===== config.mk =====
export PLATFORM = sky130hd
export DESIGN_NAME = voice_scheduler_flat
export DESIGN_NICKNAME = d
export VERILOG_FILES = /design/src/rtl/voice_scheduler_pkg.sv /design/src/rtl/voice_scheduler_if.sv /design/src/rtl/voice_scheduler_allocator.sv /design/src/rtl/voice_scheduler.sv /design/src/flat_wrapper.sv
export SDC_FILE = /design/constraint.sdc
export NUM_CORES = 1
export LEC_CHECK = 0
export CAP_MARGIN = 40
export CORE_ASPECT_RATIO = 1.2
export CORE_MARGIN = 2
export CORE_UTILIZATION = 47
export DETAILED_ROUTE_END_ITERATION = 8
export PLACE_DENSITY = 0.69
export SLEW_MARGIN = 25
export SYNTH_ARGS = -nofsm -noshare
export SYNTH_HDL_FRONTEND = slang
export SYNTH_SLANG_ARGS = --single-unit

===== constraint.sdc =====
create_clock -name clk -period 9 [get_ports clk]
set_clock_uncertainty 0.1 [all_clocks]
set_input_delay 1.8 -clock clk [delete_from_list [all_inputs] [get_ports clk]]
set_output_delay 1.8 -clock clk [all_outputs]
set_load 0.02 [all_outputs]

===== src/rtl/voice_scheduler_pkg.sv =====
// Shared definitions for the voice scheduler: mix FSM encoding, the rest code
// and the saturation helper used when the mixed sum is delivered.
package voice_scheduler_pkg;

  typedef enum logic [1:0] {
    ST_IDLE = 2'd0,
    ST_REQ  = 2'd1,
    ST_WAIT = 2'd2,
    ST_DONE = 2'd3
  } mix_state_t;

  localparam int REST_NOTE = 0;

  // Clamp a signed value into the signed range of a width-bit sample.
  function automatic logic signed [31:0] saturate(input logic signed [31:0] value,
                                                  input int width);
    logic signed [31:0] hi;
    logic signed [31:0] lo;
    hi = (32'sd1 <<< (width - 1)) - 32'sd1;
    lo = -(32'sd1 <<< (width - 1));
    if (value > hi) return hi;
    if (value < lo) return lo;
    return value;
  endfunction

endpackage


===== src/rtl/voice_scheduler_if.sv =====
// Bus between the scheduler and the voice datapath: note loading, activity
// levels and the shared polled sample path.
//
// Handshake: voice_gen is a one-hot, one-cycle request to a single voice. That
// voice later answers with voice_sample_valid high for one cycle together with
// voice_sample; the scheduler takes an answer only while it waits on a poll,
// so a stray valid at any other time is ignored.
interface voice_scheduler_if #(
  parameter int NUM_VOICES = 4,
  parameter int NOTE_W     = 6,
  parameter int SAMPLE_W   = 16
);
  logic [NUM_VOICES-1:0] voice_load;
  logic [NOTE_W-1:0]     voice_note;
  logic [NUM_VOICES-1:0] voice_active;
  logic [NUM_VOICES-1:0] voice_gen;
  logic [SAMPLE_W-1:0]   voice_sample;
  logic                  voice_sample_valid;

  modport master (
    output voice_load, voice_note, voice_active, voice_gen,
    input  voice_sample, voice_sample_valid
  );

  modport slave (
    input  voice_load, voice_note, voice_active, voice_gen,
    output voice_sample, voice_sample_valid
  );
endinterface


===== src/rtl/voice_scheduler_allocator.sv =====
// Per-voice note bookkeeping: picks a voice for each accepted note (idle first,
// otherwise steal the one closest to finishing) and counts durations on beat.
module voice_allocator
  import voice_scheduler_pkg::*;
#(
  parameter int NUM_VOICES = 4,
  parameter int NOTE_W     = 6,
  parameter int DUR_W      = 6
) (
  input  logic                  clk,
  input  logic                  reset,
  input  logic                  play,
  input  logic                  load_new_note,
  input  logic [NOTE_W-1:0]     note_to_load,
  input  logic [DUR_W-1:0]      duration_to_load,
  input  logic                  beat,
  output logic [NUM_VOICES-1:0] voice_load,
  output logic [NOTE_W-1:0]     voice_note,
  output logic [NUM_VOICES-1:0] voice_active
);

  localparam int VIDX_W = $clog2(NUM_VOICES);

  logic [DUR_W-1:0]      remaining [NUM_VOICES];
  logic                  accept;
  logic                  found_idle;
  logic [VIDX_W-1:0]     sel;
  logic [DUR_W-1:0]      best;
  logic [NUM_VOICES-1:0] load_vec;

  always_comb begin
    accept = load_new_note && play &&
             (note_to_load != NOTE_W'(REST_NOTE)) && (duration_to_load != '0);
    found_idle = 1'b0;
    sel        = '0;
    best       = remaining[0];
    for (int i = NUM_VOICES - 1; i >= 0; i--) begin
      if (!voice_active[i]) begin
        found_idle = 1'b1;
        sel        = VIDX_W'(i);
      end
    end
    // Idle voices always hold 0, so the steal scan only matters when all are busy;
    // strict less-than keeps ties on the lowest index.
    if (!found_idle) begin
      for (int i = 1; i < NUM_VOICES; i++) begin
        if (remaining[i] < best) begin
          best = remaining[i];
          sel  = VIDX_W'(i);
        end
      end
    end
    for (int i = 0; i < NUM_VOICES; i++) begin
      load_vec[i] = accept && (sel == VIDX_W'(i));
    end
  end

  always_ff @(posedge clk or negedge reset) begin
    if (!reset) begin
      voice_load   <= '0;
      voice_note   <= '0;
      voice_active <= '0;
      for (int i = 0; i < NUM_VOICES; i++) remaining[i] <= '0;
    end else begin
      voice_load <= load_vec;
      voice_note <= accept ? note_to_load : '0;
      for (int i = 0; i < NUM_VOICES; i++) begin
        if (load_vec[i]) begin
          remaining[i]    <= duration_to_load;
          voice_active[i] <= 1'b1;
        end else if (beat && play && voice_active[i]) begin
          remaining[i] <= remaining[i] - DUR_W'(1);
          if (remaining[i] == DUR_W'(1)) voice_active[i] <= 1'b0;
        end
      end
    end
  end

endmodule


===== src/rtl/voice_scheduler.sv =====
// Voice scheduler top: note allocation plus the mix FSM that polls each active
// voice over the shared sample bus and delivers one saturated mixed sample.
module voice_scheduler
  import voice_scheduler_pkg::*;
#(
  parameter int NUM_VOICES   = 4,
  parameter int NOTE_W       = 6,
  parameter int DUR_W        = 6,
  parameter int SAMPLE_W     = 16,
  parameter int WAIT_TIMEOUT = 64
) (
  input  logic                clk,
  input  logic                reset,
  input  logic                play,
  input  logic                load_new_note,
  input  logic [NOTE_W-1:0]   note_to_load,
  input  logic [DUR_W-1:0]    duration_to_load,
  input  logic                beat,
  input  logic                generate_next_sample,
  voice_scheduler_if.master   vbus,
  output logic [SAMPLE_W-1:0] sample_out,
  output logic                new_sample_ready,
  output logic                busy,
  output mix_state_t          dbg_state
);

  localparam int ACC_W  = SAMPLE_W + $clog2(NUM_VOICES);
  localparam int VIDX_W = $clog2(NUM_VOICES);
  localparam int IDX_W  = $clog2(NUM_VOICES + 1);
  localparam int TMR_W  = $clog2(WAIT_TIMEOUT + 1);

  voice_allocator #(
    .NUM_VOICES (NUM_VOICES),
    .NOTE_W     (NOTE_W),
    .DUR_W      (DUR_W)
  ) u_alloc (
    .clk              (clk),
    .reset            (reset),
    .play             (play),
    .load_new_note    (load_new_note),
    .note_to_load     (note_to_load),
    .duration_to_load (duration_to_load),
    .beat             (beat),
    .voice_load       (vbus.voice_load),
    .voice_note       (vbus.voice_note),
    .voice_active     (vbus.voice_active)
  );

  mix_state_t              state, state_nxt;
  logic [NUM_VOICES-1:0]   mask;
  logic [NUM_VOICES-1:0]   cur_onehot;
  logic [NUM_VOICES-1:0]   gen_vec;
  logic [IDX_W-1:0]        idx;
  logic [VIDX_W-1:0]       cur;
  logic [VIDX_W-1:0]       pick;
  logic                    pick_found;
  logic signed [ACC_W-1:0] acc;
  logic [TMR_W-1:0]        timer;
  logic                    got_sample;
  logic                    timed_out;
  logic                    rest_left;

  always_comb begin
    pick       = '0;
    pick_found = 1'b0;
    for (int i = NUM_VOICES - 1; i >= 0; i--) begin
      if (mask[i] && (i >= int'(idx))) begin
        pick       = VIDX_W'(i);
        pick_found = 1'b1;
      end
    end
    for (int i = 0; i < NUM_VOICES; i++) cur_onehot[i] = (cur == VIDX_W'(i));
    got_sample = (state == ST_WAIT) && vbus.voice_sample_valid;
    timed_out  = (state == ST_WAIT) && !vbus.voice_sample_valid &&
                 (timer == TMR_W'(WAIT_TIMEOUT - 1));
    rest_left  = |(mask & ~cur_onehot);
  end

  always_ff @(posedge clk or negedge reset) begin
    if (!reset) state <= ST_IDLE;
    else        state <= state_nxt;
  end

  always_comb begin
    state_nxt = state;
    case (state)
      ST_IDLE: if (generate_next_sample)
                 state_nxt = (vbus.voice_active == '0 || !play) ? ST_DONE : ST_REQ;
      ST_REQ:  state_nxt = pick_found ? ST_WAIT : ST_DONE;
      ST_WAIT: if (got_sample || timed_out)
                 state_nxt = rest_left ? ST_REQ : ST_DONE;
      ST_DONE: state_nxt = ST_IDLE;
      default: state_nxt = ST_IDLE;
    endcase
  end

  always_comb begin
    busy      = (state != ST_IDLE);
    dbg_state = state;
    for (int i = 0; i < NUM_VOICES; i++) begin
      gen_vec[i] = (state == ST_REQ) && pick_found && (pick == VIDX_W'(i));
    end
  end

  assign vbus.voice_gen = gen_vec;

  // The mask is a snapshot: voices stolen or ended mid-mix are still polled.
  always_ff @(posedge clk or negedge reset) begin
    if (!reset) begin
      mask             <= '0;
      idx              <= '0;
      cur              <= '0;
      acc              <= '0;
      timer            <= '0;
      sample_out       <= '0;
      new_sample_ready <= 1'b0;
    end else begin
      new_sample_ready <= 1'b0;
      case (state)
        ST_IDLE: if (generate_next_sample) begin
          mask <= vbus.voice_active;
          acc  <= '0;
          idx  <= '0;
        end
        ST_REQ: begin
          cur   <= pick;
          idx   <= IDX_W'(pick) + IDX_W'(1);
          timer <= '0;
        end
        ST_WAIT: begin
          if (got_sample) begin
            acc  <= acc + $signed({{(ACC_W - SAMPLE_W){vbus.voice_sample[SAMPLE_W-1]}},
                                   vbus.voice_sample});
            mask <= mask & ~cur_onehot;
          end else if (timed_out) begin
            mask <= mask & ~cur_onehot;
          end else begin
            timer <= timer + TMR_W'(1);
          end
        end
        ST_DONE: begin
          sample_out       <= SAMPLE_W'(saturate({{(32 - ACC_W){acc[ACC_W-1]}}, acc}, SAMPLE_W));
          new_sample_ready <= 1'b1;
        end
        default: ;
      endcase
    end
  end

endmodule


===== src/flat_wrapper.sv =====
// flat-port wrapper written by rule: the top's interface ports become plain ports
module voice_scheduler_flat import voice_scheduler_pkg::*;
#(
  parameter int NUM_VOICES   = 4,
  parameter int NOTE_W       = 6,
  parameter int DUR_W        = 6,
  parameter int SAMPLE_W     = 16,
  parameter int WAIT_TIMEOUT = 64
)
  (clk, reset, play, load_new_note, note_to_load, duration_to_load, beat, generate_next_sample, sample_out, new_sample_ready, busy, dbg_state, vbus_voice_load, vbus_voice_note, vbus_voice_active, vbus_voice_gen, vbus_voice_sample, vbus_voice_sample_valid);
  voice_scheduler_if #(.NUM_VOICES(NUM_VOICES), .NOTE_W(NOTE_W), .SAMPLE_W(SAMPLE_W)) vbus_i ();
  input  logic clk;
  input  logic reset;
  input  logic play;
  input  logic load_new_note;
  input  logic [NOTE_W-1:0] note_to_load;
  input  logic [DUR_W-1:0] duration_to_load;
  input  logic beat;
  input  logic generate_next_sample;
  output logic [SAMPLE_W-1:0] sample_out;
  output logic new_sample_ready;
  output logic busy;
  output mix_state_t dbg_state;
  output wire logic [$bits(vbus_i.voice_load)-1:0] vbus_voice_load;
  output wire logic [$bits(vbus_i.voice_note)-1:0] vbus_voice_note;
  output wire logic [$bits(vbus_i.voice_active)-1:0] vbus_voice_active;
  output wire logic [$bits(vbus_i.voice_gen)-1:0] vbus_voice_gen;
  input wire logic [$bits(vbus_i.voice_sample)-1:0] vbus_voice_sample;
  input wire logic [$bits(vbus_i.voice_sample_valid)-1:0] vbus_voice_sample_valid;
  assign vbus_voice_load = vbus_i.voice_load;
  assign vbus_voice_note = vbus_i.voice_note;
  assign vbus_voice_active = vbus_i.voice_active;
  assign vbus_voice_gen = vbus_i.voice_gen;
  assign vbus_i.voice_sample = vbus_voice_sample;
  assign vbus_i.voice_sample_valid = vbus_voice_sample_valid;
  voice_scheduler #(.NUM_VOICES(NUM_VOICES), .NOTE_W(NOTE_W), .DUR_W(DUR_W), .SAMPLE_W(SAMPLE_W), .WAIT_TIMEOUT(WAIT_TIMEOUT)) u_core (.clk(clk), .reset(reset), .play(play), .load_new_note(load_new_note), .note_to_load(note_to_load), .duration_to_load(duration_to_load), .beat(beat), .generate_next_sample(generate_next_sample), .vbus(vbus_i), .sample_out(sample_out), .new_sample_ready(new_sample_ready), .busy(busy), .dbg_state(dbg_state));
endmodule

Word-level counts from Yosys, hierarchy flattened
Index checks and enable logic that the tools add are counted.
{"block": "classes", "n_addsub": 7, "order_cmp": 9, "eq_ne": 23, "n_mux": 73, "bitwise": 2, "n_reduce_logical": 57}
{"op": "6-bit two-way mux", "n": 13}
{"op": "16-bit two-way mux", "n": 4}
{"op": "18-bit two-way mux", "n": 2}
{"op": "18-bit one-hot mux with 2 select lines", "n": 1}
{"op": "2-bit two-way mux", "n": 16}
{"op": "1-bit two-way mux", "n": 27}
{"op": "6-bit by 1-bit == test with 1-bit output (second input constant)", "n": 4}
{"op": "1-bit logical AND", "n": 24}
{"op": "2-bit nonzero test", "n": 12}
{"op": "6-bit by 1-bit subtractor with 6-bit output (second input constant)", "n": 4}
{"op": "18-bit by 16-bit adder with 18-bit output", "n": 1}
{"op": "18-bit by 16-bit greater-than comparator with 1-bit output (second input constant)", "n": 1}
{"op": "18-bit by 16-bit < comparator with 1-bit output (second input constant)", "n": 1}
{"op": "6-bit < comparator", "n": 3}
{"op": "2-bit == test (second input constant)", "n": 8}
{"op": "7-bit two-way mux", "n": 2}
{"op": "7-bit one-hot mux with 2 select lines", "n": 1}
{"op": "4-bit two-way mux", "n": 3}
{"op": "2-bit AND reduction", "n": 6}
{"op": "6-bit nonzero test", "n": 2}
{"op": "3-bit AND reduction", "n": 3}
{"op": "2-bit by 1-bit == test with 1-bit output (second input constant)", "n": 4}
{"op": "2-bit logical NOT", "n": 4}
{"op": "2-bit inequality test (second input constant)", "n": 4}
{"op": "other kinds (17)", "n": 21}
{"block": "totals", "ff_bits": 91, "input_bits": 35, "out_inout_bits": 38, "word_cells": 189}

Logic depth before layout (Yosys ltp)
Gate-level depths: netlist (run 1).
{"block": "depth", "ltp_word": 15, "ltp_mapped": 23, "depth_no_buf": 21}

Hierarchy
A second synthesis (run 1) with hierarchy kept.
{"block": "unflattened", "cells_unflattened": 666, "area_unflattened_um2": 5947.0}
{"module": "voice_scheduler", "instances": 1, "cells_per_inst": 419, "area_per_inst_um2": 3450.8, "seq_area_each_um2": 1326.3}
{"module": "voice_allocator", "instances": 1, "cells_per_inst": 247, "area_per_inst_um2": 2496.1, "seq_area_each_um2": 950.9}

Worst setup path before layout (run 1)
No wires, ideal clock.
{"block": "synth_path", "kind": "register to register", "start": "register u_core.u_alloc.remaining[16] (netlist name)", "end": "register u_core.u_alloc.remaining[18] (netlist name)", "setup_ps": 125, "t_arrival_ps": 4992, "t_required_ps": 8775, "slack_ps": 3783, "stages_incl_launch_ff": 22, "n_path_buf": 2, "period_less_slack_ps": 5217, "path_cell_list": "dfrtp_1 > ha_1 > a21o_1 > a21o_1 > a21o_2 > buf_2 > mux2i_1 > ha_1 > and4_1 > a21o_1 > o21bai_1 > clkbuf_1 > nand2_1 > o21ai_0 > ha_1 > nand3_1 > or2_2 > or3_1 > o221ai_2 > a41oi_4 > nor3_4 > mux2_2"}
{"block": "synth_via", "elab_chain_cells": 12, "elab_cells_between_ends": 15, "classes_between": "order compare (3); mux (9); reduce/logical (3)"}
{"item": "start: declaration", "line": "voice_scheduler_allocator.sv:24", "text": "logic [DUR_W-1:0] remaining [NUM_VOICES];"}
{"item": "start signal: indexed assignment", "line": "voice_scheduler_allocator.sv:69", "text": "remaining[i] <= duration_to_load;"}
{"item": "start signal: indexed assignment", "line": "voice_scheduler_allocator.sv:72", "text": "remaining[i] <= remaining[i] - DUR_W'(1);"}
{"item": "6-bit < comparator", "line": "voice_scheduler_allocator.sv:47", "text": "if (remaining[i] < best) begin"}
{"item": "6-bit two-way mux", "line": "voice_scheduler_allocator.sv:47"}
{"item": "6-bit two-way mux", "line": "voice_scheduler_allocator.sv:45", "text": "if (!found_idle) begin"}
{"item": "6-bit < comparator", "line": "voice_scheduler_allocator.sv:47"}
{"item": "6-bit two-way mux", "line": "voice_scheduler_allocator.sv:47"}
{"item": "6-bit two-way mux", "line": "voice_scheduler_allocator.sv:45"}
{"item": "6-bit < comparator", "line": "voice_scheduler_allocator.sv:47"}
{"item": "2-bit two-way mux (*)", "line": "voice_scheduler_allocator.sv:47"}
{"item": "2-bit two-way mux (*)", "line": "voice_scheduler_allocator.sv:45"}
{"item": "2-bit logical NOT (*)", "line": "voice_scheduler_allocator.sv:54", "text": "load_vec[i] = accept && (sel == VIDX_W'(i));"}
{"item": "1-bit logical AND (*)", "line": "voice_scheduler_allocator.sv:54"}
{"item": "net u_core.u_alloc.load_vec[0]", "line": "voice_scheduler_allocator.sv:29", "text": "logic [NUM_VOICES-1:0] load_vec;"}
{"item": "6-bit two-way mux / 2-bit nonzero test (equally long branches)"}
Mark *: on every way through the listed nets, which the timed path passes. The rest lies on a longest branch. The select of a mux whose other input is x is not followed.
A chain may end at the register's enable or synchronous reset.

Final worst setup path (run 1)
{"block": "layout_path", "start": "register u_core.u_alloc.remaining[16] (netlist name)", "end": "register u_core.u_alloc.remaining[14] (netlist name)"}
{"block": "layout_via", "elab_chain_cells": 12, "elab_cells_between_ends": 15, "classes_between": "order compare (3); eq/ne (1); mux (9); reduce/logical (2)"}
{"item": "6-bit < comparator", "line": "voice_scheduler_allocator.sv:47"}
{"item": "6-bit two-way mux", "line": "voice_scheduler_allocator.sv:47"}
{"item": "6-bit two-way mux", "line": "voice_scheduler_allocator.sv:45"}
{"item": "6-bit < comparator", "line": "voice_scheduler_allocator.sv:47"}
{"item": "6-bit two-way mux", "line": "voice_scheduler_allocator.sv:47"}
{"item": "6-bit two-way mux", "line": "voice_scheduler_allocator.sv:45"}
{"item": "6-bit < comparator", "line": "voice_scheduler_allocator.sv:47"}
{"item": "2-bit two-way mux (*)", "line": "voice_scheduler_allocator.sv:47"}
{"item": "2-bit two-way mux (*)", "line": "voice_scheduler_allocator.sv:45"}
{"item": "2-bit by 1-bit == test with 1-bit output (*)", "line": "voice_scheduler_allocator.sv:54"}
{"item": "1-bit logical AND (*)", "line": "voice_scheduler_allocator.sv:54"}
{"item": "net u_core.u_alloc.load_vec[1]", "line": "voice_scheduler_allocator.sv:29"}
{"item": "6-bit two-way mux / 2-bit nonzero test (equally long branches)"}
Marks and branches as above.

==> qor.yml, run 1 <==
run_status:
  status: "completed"
critical_path:
  crit_path_frequent_cell: "ha_1"
  r2r-end: "u_core.u_alloc.remaining[14]$_DFFE_PN0P_"
  r2r_start: "u_core.u_alloc.remaining[16]$_DFFE_PN0P_"
  crit_path_end_kind: "flip-flop"
  crit_path_top_delay_cell: "o21bai_1"
  ff2ff_setup_slack_ns: 3.24
  crit_type: "flip-flop to flip-flop"
  worst_ep_required_time_ns: 9.13
  cp-start-kind: "flip-flop"
  r2r_cells: 18
  critical-path-max-stage-delay_ns: 0.62
  critical_path.max_fanout: 11
  crit_chain: "ha_1 -> a21o_1 -> a21o_1 -> a21o_2 -> mux2i_1 -> ha_1 -> and4_1 -> nand2_1 -> o21bai_1 -> o21ai_0 -> ha_1 -> nand3_1 -> or2_2 -> or3_1 -> o221ai_2 -> a41oi_4 -> nor3_4 -> mux2_2"
  worstPathArrival_ns: 5.89
timing:
  rsz0062_at_grt: "false"
  hold_ws_ns: 0.410
  fin_crit_sh_pct: 63.9
  period_needed_ns: 5.76
  finalHoldViolations: 0
  finalSetupViolations: 0
  slew_headroom_pct: 49.3
  worst_pin_slew_ns: 0.759
  fmaxAchievable_mhz: 174
  tns_ns: 0
  drv_slew: 0
logic_synthesis:
  yosys_warnings: 0
  synth_area_leaders: "dfrtp_1, ha_1, nand2_1"
  synth.most_common_cell: "dfrtp_1"
  ys_seq_area_share_pct: 37.6
  async_flop_share_pct: 100
  syn_area_mm2: 0.00606
  synth_ff_type: "dfrtp_1"
  synth_top_area_share_pct: 37.6
  synth_area_leader_cell: "dfrtp_1"
  synth_edf_count: 0
  avgSynthCellArea_um2: 9.06
  synth.distinct_cells: 64
  syn-num-nets: 754
  synth_seq_cells: 91
  syn_inst: 669
  synth_commonest_cells: "dfrtp_1, nand2_1, o21ai_0"
routing:
  met2_length_um: 6570
  met3WireLength_um: 460
  first_pass_iters: 4
  highest_layer: "met4"
  antenna_left: 0
  vias: 4969
  drc: 0
  wl_per_cell_um: 15.0
  drt_iter0_drc: 188
  routed_wl_um: 13500
  routed_via_density: 5.51
  met1_length_um: 6070
cells_and_area:
  antenna_cells: 0
  final_cell_count_no_fill: 902
  layout-drive-gt1-share_pct: 8.67
  fin_area_mm2: 0.00723
  nNetsFinal: 819
  area_growth_pct: 19.3
power:
  pwr_density_cell_mw_per_mm2: 388
  power.total_mw: 2.81
  p_leak_nw: 3.21
  vdd_drop_max_v: 0.000250
floorplan:
  ios: 73
  initial_core_util_pct: 48.1
  row_count: 45
  coreArea_mm2: 0.0126
  die_x_um: 108
  dieArea_mm2: 0.0138
  die_y_um: 128
cts:
  cts_resized: 0
  cts_hold_buf: 0
  cts_tree: "done"
  cts_root_buf: "clkbuf_16"
  cts_setup_buffers: 0
  cts_buffer_depth: 2
  htreeDepth: 3
  clkTransAtPathRegs_ns: 0.07
  clock_latency_ns: 0.36
  clock-sinks: 91
  cts_inserted_buffers: 9
place:
  dp.cells: 885
  place_congestion: 0.907
  port_buffers: 72
  dp.final_hpwl_um: 10000
  placed_area_mm2: 0.00693
run:
  cap_violations: 0
hold_path:
  holdPathStages: 1
  min_to: "u_core.sample_out[15]$_DFFE_PN0P_"
  hold_start: "u_core.sample_out[15]$_DFFE_PN0P_"
  holdCritPathClass: "flip-flop to flip-flop"
global_route:
  grtUsageTotal_pct: 21.0
  grt-ovfl-total: 0
  grt_pass1_vias: 4922
  grt_first_pass_wirelength_um: 23000
  grt_max_degree: 53
  antenna_found_initial: 0
## registers in the layout (all words and copies together), names as in the netlist, 2 cells and up
| signal | count |
|---|---|
| u_core.u_alloc.remaining | 24 |
| u_core.u_alloc.voice_load | 4 |
| u_core.dbg_state | 2 |
| u_core.timer | 7 |
| u_core.mask | 4 |
| u_core.u_alloc.voice_note | 6 |
| u_core.idx | 3 |
| u_core.cur | 2 |
| u_core.acc | 18 |
| u_core.u_alloc.voice_active | 4 |
| u_core.sample_out | 16 |
## cells by family (layout without fill, tap and decap cells)
logic type | after synthesis | after routing | synth area share, %
compound gates | 169 | 169 | 19.3
xor+xnor | 34 | 34 | 4.91
fa+ha+maj | 50 | 50 | 10.4
buf+inv | 71 | 140 | 4.46
flops | 91 | 91 | 37.6
mux | 32 | 32 | 5.86
simple gates | 222 | 222 | 17.4
## metrics by stage
stage	utilization (%)	setup slack, ns
after detailed placement	54.9	3.30
final	57.3	3.24
after floorplan	-	3.78
after CTS	57.1	3.26
after global placement	54.8	3.51
after global routing	57.3	2.87
## worst max-delay path by stage
stage	from	to	cells past startpoint
after floorplan	u_core.u_alloc.remaining[16]$_DFFE_PN0P_	u_core.u_alloc.remaining[18]$_DFFE_PN0P_	21
after detailed placement	u_core.u_alloc.remaining[22]$_DFFE_PN0P_	u_core.u_alloc.remaining[18]$_DFFE_PN0P_	19
after CTS	u_core.u_alloc.remaining[16]$_DFFE_PN0P_	u_core.u_alloc.remaining[12]$_DFFE_PN0P_	18
after global routing	u_core.u_alloc.remaining[22]$_DFFE_PN0P_	u_core.u_alloc.remaining[14]$_DFFE_PN0P_	19
after global placement	u_core.u_alloc.remaining[22]$_DFFE_PN0P_	u_core.u_alloc.remaining[22]$_DFFE_PN0P_	19
final	u_core.u_alloc.remaining[16]$_DFFE_PN0P_	u_core.u_alloc.remaining[14]$_DFFE_PN0P_	18
## per-layer routing
metal  track usage (%)  vias to the layer above
li1                  -                     2491
met1              26.5                     2355
met2              35.3                       96
met3              2.89                       27
met4              10.8                        0
met5                 0                        -
## placed cells by master (no fill, tap or decap), types with 3 or more instances in the layout
cell type        instances
a21boi_0                 5
a21o_1                  13
a21oi_1                 17
a22o_1                   9
a31oi_1                  3
a32o_1                   4
and2_1                  12
buf_4                    3
clkbuf_1                 3
clkbuf_16                9
clkdlybuf4s50_1         71
dfrtp_1                 91
ha_1                    49
inv_1                   47
mux2_2                  28
mux2i_1                  4
nand2_1                 87
nand2b_1                 8
nand3_1                 16
nand4_1                  4
nor2_1                  50
nor2b_1                  4
nor3_1                  15
o211ai_1                19
o21a_1                   5
o21ai_0                 62
o21bai_1                 4
o31ai_1                  3
or3_1                    3
or4_1                    5
xnor2_1                 21
xor2_1                  13
## power breakdown
part / internal (mW) / switching, mW
clock network: 0.213 / 0.155
registers: 0.566 / 0.196
logic: 0.764 / 0.912
## worst max-delay path: cells and delay by family, from the launching register on
family          cells  cell delay, ns
mux                 2            0.55
fa+ha+maj           3            1.03
simple gates        6            1.49
flops               1            0.43
compound gates      7            2.02
## area by class of cell
class | count | area, µm²
Fill cell | 1103 | 5380
Sequential cell | 91 | 2280
Tap cell | 164 | 205
Clock inverter | 3 | 40.0
Multi-Input combinational cell | 507 | 3510
Clock buffer | 12 | 236
Timing Repair Buffer | 78 | 779
Inverter | 47 | 176
Note: power is estimated with default switching activity, not from simulation.
==> inputs of run 2 (changes only) <==
PLACE_DENSITY = 0.72   (was 0.69)
clock period = 5 ns   (was 9 ns; I/O delays follow)
==> qor.yml, run 2 (synthesized netlist as in run 1, its figures left out) <==
hold_path:
  holdCritPathClass: "flip-flop to flip-flop"
  holdPathStages: 1
critical_path:
  crit_path_end_kind: "flip-flop"
  r2r-end: "u_core.u_alloc.remaining[18]$_DFFE_PN0P_"
  cp-start-kind: "flip-flop"
  critical_path.max_fanout: 8
  crit_path_start: "u_core.u_alloc.remaining[13]$_DFFE_PN0P_"
  worst_ep_required_time_ns: 5.13
  ff2ff_setup_slack_ns: 0.003
  worstPathArrival_ns: 5.13
  worstSetupEndpoint: "u_core.u_alloc.remaining[18]$_DFFE_PN0P_"
  r2r_start: "u_core.u_alloc.remaining[13]$_DFFE_PN0P_"
  r2r_cells: 22
  crit_type: "flip-flop to flip-flop"
timing:
  timing.final.ws_setup_ns: 0.00328
  period_needed_ns: 5.00
  fmaxAchievable_mhz: 200
  slew_headroom_pct: 48.4
  finalSetupViolations: 0
  finalHoldViolations: 0
  rsz0062_at_grt: "true"
  drv_slew: 0
  fin_crit_sh_pct: 99.9
  worst_pin_slew_ns: 0.768
routing:
  routed_via_density: 5.62
  vias: 5206
  drc: 0
  antenna_left: 0
  drt_iter0_drc: 201
  first_pass_iters: 4
  routed_wl_um: 14800
  wl_per_cell_um: 16.0
floorplan:
  initial_core_util_pct: 48.1
  die_y_um: 128
  die_x_um: 108
  row_count: 45
  coreArea_mm2: 0.0126
  dieArea_mm2: 0.0138
  ios: 73
power:
  p_leak_nw: 3.40
  pwr_density_cell_mw_per_mm2: 769
  power.total_mw: 5.94
  vdd_drop_max_v: 0.000655
run_status:
  status: "completed"
cells_and_area:
  area_growth_pct: 27.4
  regMostFlops: "u_core.u_alloc.remaining"
  antenna_cells: 0
  nNetsFinal: 842
  final_cell_mix: "dfrtp_1, nand2_1, clkdlybuf4s50_1, o21ai_0, nor2_1"
  largest_reg_flops: 24
  final_common_cell: "dfrtp_1"
  fillers: 1059
  largestRegisters: "u_core.u_alloc.remaining x24, u_core.acc x18, u_core.sample_out x16"
  layout-drive-gt1-share_pct: 14.7
run:
  cap_violations: 0
place:
  place_congestion: 0.904
  dp_slack_ns: -0.0770
  dp.final_hpwl_um: 11000
  port_buffers: 72
cts:
  clock_latency_ns: 0.34
  cts_root_buf: "clkbuf_16"
  htreeDepth: 3
  cts_buffer_depth: 2
  cts_inserted_buffers: 9
  clkTransAtPathRegs_ns: 0.06
  clock-sinks: 91
  cts_tree: "done"
global_route:
  grt_first_pass_wirelength_um: 24600
  antenna_found_initial: 0
  grt_pass1_vias: 5112
  grt_max_degree: 42
  grtUsageTotal_pct: 22.4
  grt-ovfl-total: 0
-- run 2: cell types whose count changed in the layout (fill, tap and decap cells not counted), sizes merged --
cell      before  now
buf            7   29
bufinv         1    2
clkbuf        12   10
clkinvlp       0    2
o21bai         4    5
-- run 2: worst min path at each step --
stage,from,to,slack (ns)
2_1_floorplan,u_core.mask[2]$_DFFE_PN0P_,u_core.mask[2]$_DFFE_PN0P_,0.38
3_3_place_gp,u_core.sample_out[15]$_DFFE_PN0P_,u_core.sample_out[15]$_DFFE_PN0P_,0.40
3_5_place_dp,u_core.sample_out[15]$_DFFE_PN0P_,u_core.sample_out[15]$_DFFE_PN0P_,0.40
4_1_cts,u_core.sample_out[15]$_DFFE_PN0P_,u_core.sample_out[15]$_DFFE_PN0P_,0.42
5_1_grt,u_core.sample_out[15]$_DFFE_PN0P_,u_core.sample_out[15]$_DFFE_PN0P_,0.44
6_report,u_core.sample_out[15]$_DFFE_PN0P_,u_core.sample_out[15]$_DFFE_PN0P_,0.42
-- run 2: cell type report --
type                       instances  area (µm²)  share of cell area [%]
multi-input combinational        508        3730                    48.4
sequential                        91        2280                    29.5
timing repair buffer             100        1000                    13.0
clock buffer                      10         239                    3.10
tap                              164         205                    2.66
inverter                          47         176                    2.28
clock inverter                     6        88.8                    1.15
-- run 2: worst max-delay path, stage by stage, from the launching register on --
cell      delay [ns]
dfrtp_1         0.46
ha_4            0.30
nand2_1         0.06
o21ai_2         0.19
a21o_4          0.24
mux2i_4         0.29
ha_4            0.24
a21oi_1         0.17
o21ai_2         0.10
a21o_1          0.19
o21bai_4        0.20
nand2_1         0.09
o21ai_0         0.10
ha_1            0.31
nand3_2         0.07
or2_4           0.25
or3_4           0.34
o221ai_4        0.22
buf_6           0.14
a41oi_4         0.14
nor3_4          0.24
buf_12          0.16
mux2_4          0.30
-- run 2: repair_timing --
| item | CTS | global route |
|---|---|---|
| hold buffers | 0 | 0 |
| gates resized for setup | 4 | 21 |
| endpoints found under the hold margin | 0 | 0 |
| pin swaps | 3 | 14 |
| setup endpoints to repair | 12 | 28 |
| setup buffers | 4 | 8 |
| gates cloned | 0 | 1 |
-- run 2: power by group --
group          switching, mW  leakage, nW  internal, mW
Sequential             0.343         1.15          1.02
Clock                  0.295        0.155         0.452
Combinational           1.95         2.09          1.88
Total                   2.59         3.40          3.35
-- run 2: metal layers --
metal | vias up | GRT usage (%) | share of wire [%]
met5 | - | 0 | 0
met4 | 0 | 8.45 | 2.4
met3 | 28 | 3.44 | 4.7
met2 | 130 | 38.6 | 50
met1 | 2509 | 28.3 | 43
li1 | 2539 | - | -
-- run 2: metrics by stage --
stage / cell area [µm²] / utilization [%] / cells / hold slack, ns / setup TNS, ns
3_3_place_gp: 7060 / 56.0 / 893 / 0.397 / -0.0441
2_1_floorplan: 6140 / - / 669 / 0.381 / 0
6_report: 7720 / 61.2 / 926 / 0.415 / 0
4_1_cts: 7500 / 59.4 / 915 / 0.417 / 0
5_1_grt: 7720 / 61.2 / 926 / 0.438 / -4.07
3_5_place_dp: 7110 / 56.4 / 895 / 0.402 / -0.698
